## config.mk

```make
export PLATFORM = sky130hd
export DESIGN_NAME = dp_ram_bytewr
export DESIGN_NICKNAME = d
export VERILOG_FILES = /design/src/rtl/dp_ram_bytewr.sv
export SDC_FILE = /design/constraint.sdc
export NUM_CORES = 1
export LEC_CHECK = 0
export CORE_AREA = 3 3 352 354
export CTS_BUF_LIST = sky130_fd_sc_hd__clkbuf_16
export DETAILED_ROUTE_END_ITERATION = 12
export DIE_AREA = 0 0 355 357
export SLEW_MARGIN = 0
export SYNTH_ARGS = -nofsm -noshare
export SYNTH_HDL_FRONTEND = slang
export SYNTH_SLANG_ARGS = --single-unit
```

## constraint.sdc

```tcl
create_clock -name clk -period 4.42 [get_ports clk]
set_input_delay 0.663 -clock clk [delete_from_list [all_inputs] [get_ports clk]]
set_output_delay 0.663 -clock clk [all_outputs]
set_load 0.05 [all_outputs]
```

## src/rtl/dp_ram_bytewr.sv

```systemverilog
// Simple dual-port RAM: port A writes with per-byte enables, port B reads with write-first
// collision forwarding and 1- or 2-cycle latency. Define DP_RAM_CLEAR_EN for the post-reset zero-fill.

module dp_ram_bytewr_lane #(
  parameter int DEPTH = 16,
  parameter int AW    = 4,
  parameter int BW    = 8
) (
  input  logic          clk,
  input  logic          we,
  input  logic [AW-1:0] waddr,
  input  logic [BW-1:0] wdata,
  input  logic [AW-1:0] raddr,
  input  logic          fwd,
  output logic [BW-1:0] rdata
);
  logic [BW-1:0] mem_q [DEPTH];

  // Storage is deliberately not reset; the clear sequencer owns zeroing.
  always_ff @(posedge clk) begin
    if (we) mem_q[waddr] <= wdata;
  end

  assign rdata = fwd ? wdata : mem_q[raddr];
endmodule

module dp_ram_bytewr #(
  parameter int RAM_DEPTH  = 16,
  parameter int ADDR_WIDTH = $clog2(RAM_DEPTH),
  parameter int DATA_WIDTH = 64,
  parameter int BYTE_WIDTH = 8,
  parameter int OUT_REG    = 0
) (
  input  logic                             clk,
  input  logic                             rst_n,
  input  logic                             ena,
  input  logic [DATA_WIDTH/BYTE_WIDTH-1:0] wea,
  input  logic [ADDR_WIDTH-1:0]            addra,
  input  logic [DATA_WIDTH-1:0]            dia,
  input  logic                             enb,
  input  logic [ADDR_WIDTH-1:0]            addrb,
  output logic [DATA_WIDTH-1:0]            dob,
  output logic                             dob_valid,
  output logic                             init_busy
);
  localparam int NUM_BYTES = DATA_WIDTH / BYTE_WIDTH;
  localparam int STAGES    = (OUT_REG != 0) ? 2 : 1;
  // One spare bit so a power-of-two depth still fits the bound.
  localparam logic [ADDR_WIDTH:0] DEPTH_W = (ADDR_WIDTH+1)'(RAM_DEPTH);

  logic                  clr_act;
  logic [ADDR_WIDTH-1:0] clr_addr;

`ifdef DP_RAM_CLEAR_EN
  typedef enum logic {S_CLEAR, S_READY} state_e;
  localparam logic [ADDR_WIDTH-1:0] LAST = ADDR_WIDTH'(RAM_DEPTH - 1);

  state_e                state_q, state_d;
  logic [ADDR_WIDTH-1:0] cnt_q, cnt_d;

  always_ff @(posedge clk or negedge rst_n) begin
    if (!rst_n) begin
      state_q <= S_CLEAR;
      cnt_q   <= '0;
    end else begin
      state_q <= state_d;
      cnt_q   <= cnt_d;
    end
  end

  always_comb begin
    state_d = state_q;
    cnt_d   = cnt_q;
    if (state_q == S_CLEAR) begin
      if (cnt_q == LAST) state_d = S_READY;
      else               cnt_d   = cnt_q + 1'b1;
    end
  end

  assign clr_act  = (state_q == S_CLEAR);
  assign clr_addr = cnt_q;
`else
  assign clr_act  = 1'b0;
  assign clr_addr = '0;
`endif

  assign init_busy = clr_act;

  logic wr_ok, rd_fire, rd_in, collide;
  assign wr_ok   = ena & ~clr_act & ({1'b0, addra} < DEPTH_W);
  assign rd_fire = enb & ~clr_act;
  assign rd_in   = ({1'b0, addrb} < DEPTH_W);
  assign collide = wr_ok & rd_in & (addra == addrb);

  logic [NUM_BYTES-1:0]                 lane_we, lane_fwd;
  logic [ADDR_WIDTH-1:0]                lane_waddr;
  logic [NUM_BYTES-1:0][BYTE_WIDTH-1:0] dia_b, lane_wdata, lane_rdata;

  assign dia_b = dia;

  always_comb begin
    lane_we    = '0;
    lane_fwd   = '0;
    lane_wdata = '0;
    lane_waddr = clr_act ? clr_addr : addra;
    for (int i = 0; i < NUM_BYTES; i++) begin
      lane_we[i]    = clr_act | (wr_ok & wea[i]);
      lane_fwd[i]   = collide & wea[i];
      lane_wdata[i] = clr_act ? '0 : dia_b[i];
    end
  end

  for (genvar i = 0; i < NUM_BYTES; i++) begin : g_lane
    dp_ram_bytewr_lane #(
      .DEPTH (RAM_DEPTH),
      .AW    (ADDR_WIDTH),
      .BW    (BYTE_WIDTH)
    ) u_lane (
      .clk   (clk),
      .we    (lane_we[i]),
      .waddr (lane_waddr),
      .wdata (lane_wdata[i]),
      .raddr (addrb),
      .fwd   (lane_fwd[i]),
      .rdata (lane_rdata[i])
    );
  end

  logic [DATA_WIDTH-1:0] rd_word, last_src;
  assign rd_word = rd_in ? lane_rdata : '0;

  if (OUT_REG != 0) begin : g_oreg
    logic [DATA_WIDTH-1:0] s1_q, s1_d;
    always_comb begin
      s1_d = s1_q;
      if (rd_fire) s1_d = rd_word;
    end
    always_ff @(posedge clk or negedge rst_n) begin
      if (!rst_n) s1_q <= '0;
      else        s1_q <= s1_d;
    end
    assign last_src = s1_q;
  end else begin : g_noreg
    assign last_src = rd_word;
  end

  logic [STAGES:1]       vld_pipe_q, vld_pipe_d;
  logic [DATA_WIDTH-1:0] dob_q, dob_d;

  always_comb begin
    vld_pipe_d    = vld_pipe_q;
    vld_pipe_d[1] = rd_fire;
    for (int k = 2; k <= STAGES; k++) vld_pipe_d[k] = vld_pipe_q[k-1];
    dob_d = vld_pipe_d[STAGES] ? last_src : dob_q;
  end

  always_ff @(posedge clk or negedge rst_n) begin
    if (!rst_n) begin
      vld_pipe_q <= '0;
      dob_q      <= '0;
    end else begin
      vld_pipe_q <= vld_pipe_d;
      dob_q      <= dob_d;
    end
  end

  assign dob       = dob_q;
  assign dob_valid = vld_pipe_q[STAGES];
endmodule

```

After elaboration in Yosys (flattened, before gate mapping)
Memory sizes are Yosys's and may differ from the RTL's. A register that Yosys moved wholly into a read port is not among the register bits.
Cells that the tools add are included.
{"block": "totals", "regBits": 1, "ramBits": 1024, "input_bits": 84, "output_inout_bits": 66, "memories": 8}
{"block": "classes", "mux": 16, "bitwise": 8, "reduce_logical": 8}
{"name": "g_lane[0].u_lane.mem_q", "words": 16, "width": 8, "rd": 1, "rd_ports_with_merged_regs": 1, "wr": 1, "line_no": "17", "text": "logic [BW-1:0] mem_q [DEPTH];"}
{"name": "g_lane[1].u_lane.mem_q", "words": 16, "width": 8, "rd": 1, "rd_ports_with_merged_regs": 1, "wr": 1, "line_no": "17"}
{"name": "g_lane[2].u_lane.mem_q", "words": 16, "width": 8, "rd": 1, "rd_ports_with_merged_regs": 1, "wr": 1, "line_no": "17"}
{"name": "g_lane[3].u_lane.mem_q", "words": 16, "width": 8, "rd": 1, "rd_ports_with_merged_regs": 1, "wr": 1, "line_no": "17"}
{"name": "g_lane[4].u_lane.mem_q", "words": 16, "width": 8, "rd": 1, "rd_ports_with_merged_regs": 1, "wr": 1, "line_no": "17"}
{"name": "g_lane[5].u_lane.mem_q", "words": 16, "width": 8, "rd": 1, "rd_ports_with_merged_regs": 1, "wr": 1, "line_no": "17"}
{"name": "2 more memories"}
{"operator": "$mux 1", "count": 16}
{"operator": "$and 1x1->1", "count": 8}
{"operator": "$logic_not 1->1", "count": 8}

Logic depth before layout (Yosys ltp)
Gate-level depths: netlist of the first run.
{"block": "logic_depth", "depth_word": 3, "depth_mapped": 9}

Modules after synthesis
From an unflattened synthesis of the first run, not the netlist that was laid out.
{"block": "hier_totals", "hier_cells": 2016, "hier_area_um2": 43900.9}
{"module": "dp_ram_bytewr_lane", "n_inst": 8, "cells_per_inst": 232, "area_each_um2": 5129.9, "seq_area_each_um2": 3843.7}
{"module": "dp_ram_bytewr", "n_inst": 1, "cells_per_inst": 160, "area_each_um2": 2861.5, "seq_area_each_um2": 1626.6}

Worst setup path before layout of the first run
OpenSTA, ideal clock, no wires.
{"block": "synth_path", "path_type": "input to register", "from": "input port ena", "to": "memory g_lane[2].u_lane.mem_q[15][0], enable pin", "setup_time_ns": 0.370, "arrival_ns": 1.874, "path_slack_ns": 2.176, "path_stages": 5, "cell_sequence": "buf_2 clkbuf_1 nand2_1 clkbuf_1 nor2_1"}
{"block": "synth_via", "elab_chain_len": 3}
{"item": "from (decl)", "line_no": "36", "text": "input logic ena,"}
{"item": "$and 1x1->1", "line_no": "107", "text": "lane_we[i] = clr_act | (wr_ok & wea[i]);"}
{"item": "$mux 1", "line_no": "21", "text": "if (we) mem_q[waddr] <= wdata;"}
{"item": "$mux 1 (implied by the code)", "line_no": "21"}
{"item": "to (decl)", "line_no": "17"}
No other way between the ends.

Final worst setup path of the first run
{"block": "layout_path", "from": "input port addra[2]", "to": "memory g_lane[1].u_lane.mem_q[6][2], enable pin"}
{"item": "from (decl)", "line_no": "38", "text": "input logic [ADDR_WIDTH-1:0] addra,"}
{"item": "to (decl)", "line_no": "17"}
Straight into the memory's write port.

==> flow_summary.toml, run 1 <==
[sta]
setup_viol = 0
slew_viol_final = 0
setup_tns_ns = 0
setup_ws_ns = 1.27
report.final.hold_viol_count = 0
min_period_over_period = 0.712
rsz0062_at_grt = "no"
max_slew_margin = 0.179
worstMarginPinSlew_ns = 1.23
fmax_mhz = 318
clock-skew-final_ns = 0.0282
finalCriticalPeriod_ns = 3.15

[floorplan]
rows = 128
die_w_um = 355
io_pins = 150
core_um2 = 121000
die_h_um = 357
die_area_um2 = 127000
initial_utilization = 0.349

[pwr]
pwr_density_cell_nw_per_um2 = 456
peakVddDrop_uv = 280
p_leak_nw = 16.3

[worst_setup_path]
end_kind = "register"
rr_worst_depth = 4
worstSetupPathType = "input pin to register"
critPathMaxFanout = 8
worstPathArrival_ns = 3.43
cp-start-kind = "input pin"
max_stage_delay_ns = 0.88
cp.depth = 4
cp_slowest_cell = "clkdlybuf4s50_1"
cp_num_buf_inv = 1
required_ns = 4.70
crit_chain = "clkdlybuf4s50_1 -> nor2b_1 -> nand2_1 -> nor2_1"
critPathTopFamily = "simple AND/OR/NAND/NOR gates"

[grt]
grt_pass1_wl_mm = 158
grt_usage = 0.169
grt_max_degree = 130
grt_pass1_vias = 22600
grt-ovfl-total = 0
antenna_found_initial = 7

[drt]
wl_per_cell_um = 26.5
via_count = 21700
first_pass_iters = 5
via_per_inst = 5.30
drt-total-wl_mm = 108
first_iter_violations = 2137
drc = 0
ant_nets = 0

[placement]
portBuffers = 148
hpwl_mm = 69.0
dpl_worst_slack_ns = 0.660
place.gp.congestion = 0.812

[min_path]
hp-class = "input pin to asynchronous set/reset pin"

[logic_synthesis]
synthCells = 2168
synth.avg_cell_area_um2 = 19.5
synthDistinctLibCells = 26
ys_seq_area_frac = 0.764
ys_ff_latch = 1089
synth_nets = 2252
synth_area_um2 = 42400
yosys_warnings = 0

[clock_tree]
post_cts_resized = 0
cts_tree = "yes"
cts_hold_buf = 0
path_clk_slew_ns = 0.07
numCtsBuffers = 107
post_cts_buffers = 0
cts_sinks = 1089
h-tree-depth = 3
clock_latency_ns = 0.67
ctsRootBufferMaster = "clkbuf_16"
cts_buffer_depth = 3

[layout]
drive_gt1_frac = 0.173
final_nets = 2449
final_common_cell = "edfxtp_1"
syn2layout_area_growth_pct = 16.7
final_cell_mix = "edfxtp_1 (1024), mux4_2 (193), clkdlybuf4s50_1 (142), nor2_1 (132), mux2i_1 (126)"

[flow_run]
max_cap_viol_count = 0

[run_status]
status = "finished, final reports clean"
==> worst register-to-register path, delay by kind of cell, from the launching register on <==
kind | cells | cell delay [ns]
compound gates | 3 | 0.66
flops | 1 | 0.36
mux | 1 | 0.49
==> state kept, by name, indices dropped and copies added, names as in the netlist <==
signal               flops
dob_valid                1
g_lane.u_lane.mem_q   1024
dob                     64
==> cell families (layout without fill, tap and decap cells) <==
group,Yosys count,count (layout),synth area share
XOR/XNOR,4,4,0.000827
AND/OR/NAND/NOR,243,243,0.0267
other,1,4,0.0000885
AO/OA/AOI/OAI,322,322,0.0552
multiplexers,319,319,0.132
buffers and inverters,190,478,0.0206
flip-flops,1089,1089,0.764
==> final cells by class <==
type                       instances  area [um2]
antenna                            3        7.51
clock buffer                     113        2830
clock inverter                    87         785
fill                           10800       71900
inverter                          64         240
multi-input combinational        889        9130
sequential                      1089       32400
tap                             1625        2030
timing repair buffer             214        2050
==> power by group <==
group          leakage [nW]  internal (mW)  total [mW]  switching (mW)
logic                  4.37          0.603        1.67            1.07
registers              10.0           11.5        11.6           0.123
clock network          1.87           5.47        9.26            3.78
total                  16.3           17.6        22.5            4.98
==> layer usage <==
metal | GRT usage | wire length, um
met5 | 0 | 27
met4 | 0.0527 | 2670
met2 | 0.270 | 51400
met3 | 0.0378 | 8980
met1 | 0.232 | 45000
==> cell usage after synthesis <==
master / count / area share
mux4_2: 193 / 0.10
a2bb2oi_1: 63 / 0.013
mux2i_1: 126 / 0.030
a22o_1: 65 / 0.013
clkbuf_1: 64 / 0.0057
buf_4: 6 / 0.0011
nor2b_1: 7 / 0.0010
nand4_1: 10 / 0.0015
nand2_1: 21 / 0.0019
dfrtp_1: 65 / 0.038
buf_1: 3 / 0.00027
o221ai_1: 64 / 0.013
and4_1: 1 / 0.00021
nand2b_1: 64 / 0.0095
and2_1: 2 / 0.00030
xnor2_1: 4 / 0.00083
nor2_1: 132 / 0.012
nand3_1: 6 / 0.00071
buf_6: 11 / 0.0029
a21oi_1: 118 / 0.014
a31oi_1: 4 / 0.00059
inv_1: 64 / 0.0057
conb_1: 1 / 0.000089
buf_2: 42 / 0.0050
edfxtp_1: 1024 / 0.73
o21ai_1: 8 / 0.00095
==> metrics by stage <==
step | cells | hold slack (ns) | cell area, um2 | power (mW) | utilization
floorplan | 2168 | 0.367 | 42400 | 12.7 | -
global placement | 3881 | 0.490 | 45800 | 13.5 | 0.378
detailed placement | 3881 | 0.485 | 45800 | 13.5 | 0.378
CTS | 4081 | 0.211 | 49400 | 22.7 | 0.407
global route | 4082 | 0.252 | 49400 | 23.2 | 0.407
finish | 4084 | 0.208 | 49500 | 22.5 | 0.407
==> path summary, 6_finish.rpt <==
check	from	end	slack, ns
max	addra[2]	g_lane[1].u_lane.mem_q[6][2]	1.27
min	rst_n	dob[2]	0.21
max reg2reg	g_lane[4].u_lane.mem_q[9][0]	dob[32]	2.75
min reg2reg	dob[54]	dob[54]	0.50
max in group asynchronous	rst_n	dob[49]	3.42
min in group clk	dob[54]	dob[54]	0.50
No activity file was read; power rests on OpenSTA's default activity.
==> run 2: changes to the inputs <==
==> constraint.sdc (replaced) <==
create_clock -name clk -period 3.1 [get_ports clk]
set_input_delay 0.465 -clock clk [delete_from_list [all_inputs] [get_ports clk]]
set_output_delay 0.465 -clock clk [all_outputs]
set_load 0.05 [all_outputs]
==> flow_summary.toml, run 2 (synthesis results as in run 1) <==
[drt]
via_count = 22400
first_pass_iters = 5
drc = 0
via_per_inst = 5.28
first_iter_violations = 2170
drt-total-wl_mm = 109
ant_nets = 0
wl_per_cell_um = 25.6

[clock_tree]
post_cts_buffers = 0
cts_tree = "yes"
h-tree-depth = 3
ctsRootBufferMaster = "clkbuf_16"
cts_buffer_depth = 3
path_clk_slew_ns = 0.06
clock_latency_ns = 0.68
numCtsBuffers = 109
cts_sinks = 1089

[layout]
drive_gt1_frac = 0.216
final_common_cell = "edfxtp_1"
largest_reg_flops = 1024
final_nets = 2610
syn2layout_area_growth_pct = 19.5
final_cell_mix = "edfxtp_1 (1024), buf_4 (211), mux4_2 (193), clkdlybuf4s50_1 (142), nor2_1 (132)"
multiInputGateArea_um2 = 9130
finalInstanceArea_um2 = 50600
regMostFlops = "g_lane.u_lane.mem_q"
fillCellCount = 10600
regArea_um2 = 32400

[floorplan]
initial_utilization = 0.349
core_um2 = 121000
rows = 128
die_h_um = 357
die_area_um2 = 127000
die_w_um = 355
io_pins = 150

[sta]
slew_viol_final = 0
rsz0062_at_grt = "no"
report.final.hold_viol_count = 0
finalCriticalPeriod_ns = 2.68
clock-skew-final_ns = 0.0251
fmax_mhz = 374
setup_tns_ns = 0
worstMarginPinSlew_ns = 0.897
hold_ws_ns = 0.415
max_slew_margin = 0.402
setup_ws_ns = 0.424
setup_viol = 0
min_period_over_period = 0.863

[worst_setup_path]
cp_num_buf_inv = 1
worstPathArrival_ns = 2.21
crit_chain = "clkdlybuf4s50_1"
max_stage_delay_ns = 0.90
rr_startpoint = "g_lane[6].u_lane.mem_q[9][1]"
critPathTopFamily = "buffers and inverters"
rr_worst_depth = 4
critPathMaxFanout = 2
end_kind = "primary output"
worstSetupPathType = "register to primary output"
worst-r2r-setup-slack_ns = 1.38
cp_slowest_cell = "clkdlybuf4s50_1"
cp-start-kind = "register"
required_ns = 2.63
timing.rr.end = "dob[49]"

[grt]
antenna_found_initial = 12
grt_pass1_wl_mm = 159
grt_pass1_vias = 23400
grt-ovfl-total = 0
grt_usage = 0.171
grt_max_degree = 74

[placement]
hpwl_mm = 72.0
portBuffers = 148
dpl_worst_slack_ns = 0.188
place.gp.congestion = 0.806
place_area_um2 = 47200

[pwr]
p_clk_frac = 0.397
peakVddDrop_uv = 429
p_sw_mw = 7.01
sw_frac_of_total = 0.222
comb_power_share = 0.079
p_leak_nw = 17.1
seqPwrFrac = 0.524
p_int_mw = 24.5
pwr_density_cell_nw_per_um2 = 623

[flow_run]
max_cap_viol_count = 0

[run_status]
status = "finished, final reports clean"

[min_path]
hp-class = "input pin to asynchronous set/reset pin"
run 2: cell types whose count changed in the layout (fill, tap and decap cells not counted), moves of 3 or more:
cell	previous run	this run
clkinvlp_4	6	3
clkinv_4	3	0
clkinv_2	17	11
inv_1	94	110
buf_12	6	17
bufinv_16	15	8
buf_4	64	211
clkinv_1	15	20
run 2: repair_timing:
item                                   4_1_cts  5_1_grt
endpoints found under the hold margin       33        0
hold buffers                                 1        0
resized for setup                            0        0
run 2: per-layer routing:
metal | vias up | track usage | share of wire | wire [um]
li1 | 9556 | - | - | -
met1 | 11800 | 0.227 | 0.41 | 44500
met2 | 867 | 0.274 | 0.47 | 51600
met3 | 202 | 0.0462 | 0.085 | 9210
met4 | 8 | 0.0547 | 0.032 | 3440
met5 | - | 0 | 0.00049 | 53
run 2: power groups by stage:
stage / Clock, mW / Sequential (mW) / Combinational [mW]
final: 12.5 / 16.5 / 2.49
after global routing: 13.4 / 16.5 / 2.65
after floorplan: 0 / 17.2 / 1.00
after CTS: 12.8 / 16.5 / 2.52
after global placement: 0 / 16.8 / 2.47
after detailed placement: 0 / 16.8 / 2.51
run 2: worst max path at each step:
stage	startpoint	cells past startpoint	slack, ns	end
after floorplan	ena	5	1.05	g_lane[2].u_lane.mem_q[15][0]
after global placement	addra[1]	6	0.18	g_lane[1].u_lane.mem_q[14][4]
after detailed placement	addra[1]	6	0.19	g_lane[1].u_lane.mem_q[14][5]
after CTS	dob[47]	1	0.42	dob[47]
after global routing	dob[47]	1	0.33	dob[47]
final	dob[47]	1	0.42	dob[47]
run 2: through the flow:
stage / total power, mW / utilization / instances
after floorplan: 18.2 / - / 2168
after global placement: 19.3 / 0.388 / 4039
after detailed placement: 19.3 / 0.388 / 4039
after CTS: 31.8 / 0.417 / 4244
after global routing: 32.6 / 0.417 / 4244
final: 31.5 / 0.417 / 4246
run 2: area by class of cell:
cell class	instances	area share
flip-flops and latches	1089	0.640
clock buffers	113	0.0559
multi-input cells	889	0.180
diodes	2	0.0000989
well taps	1625	0.0402
clock inverters	91	0.0120
repair buffers	373	0.0669
inverters	64	0.00475
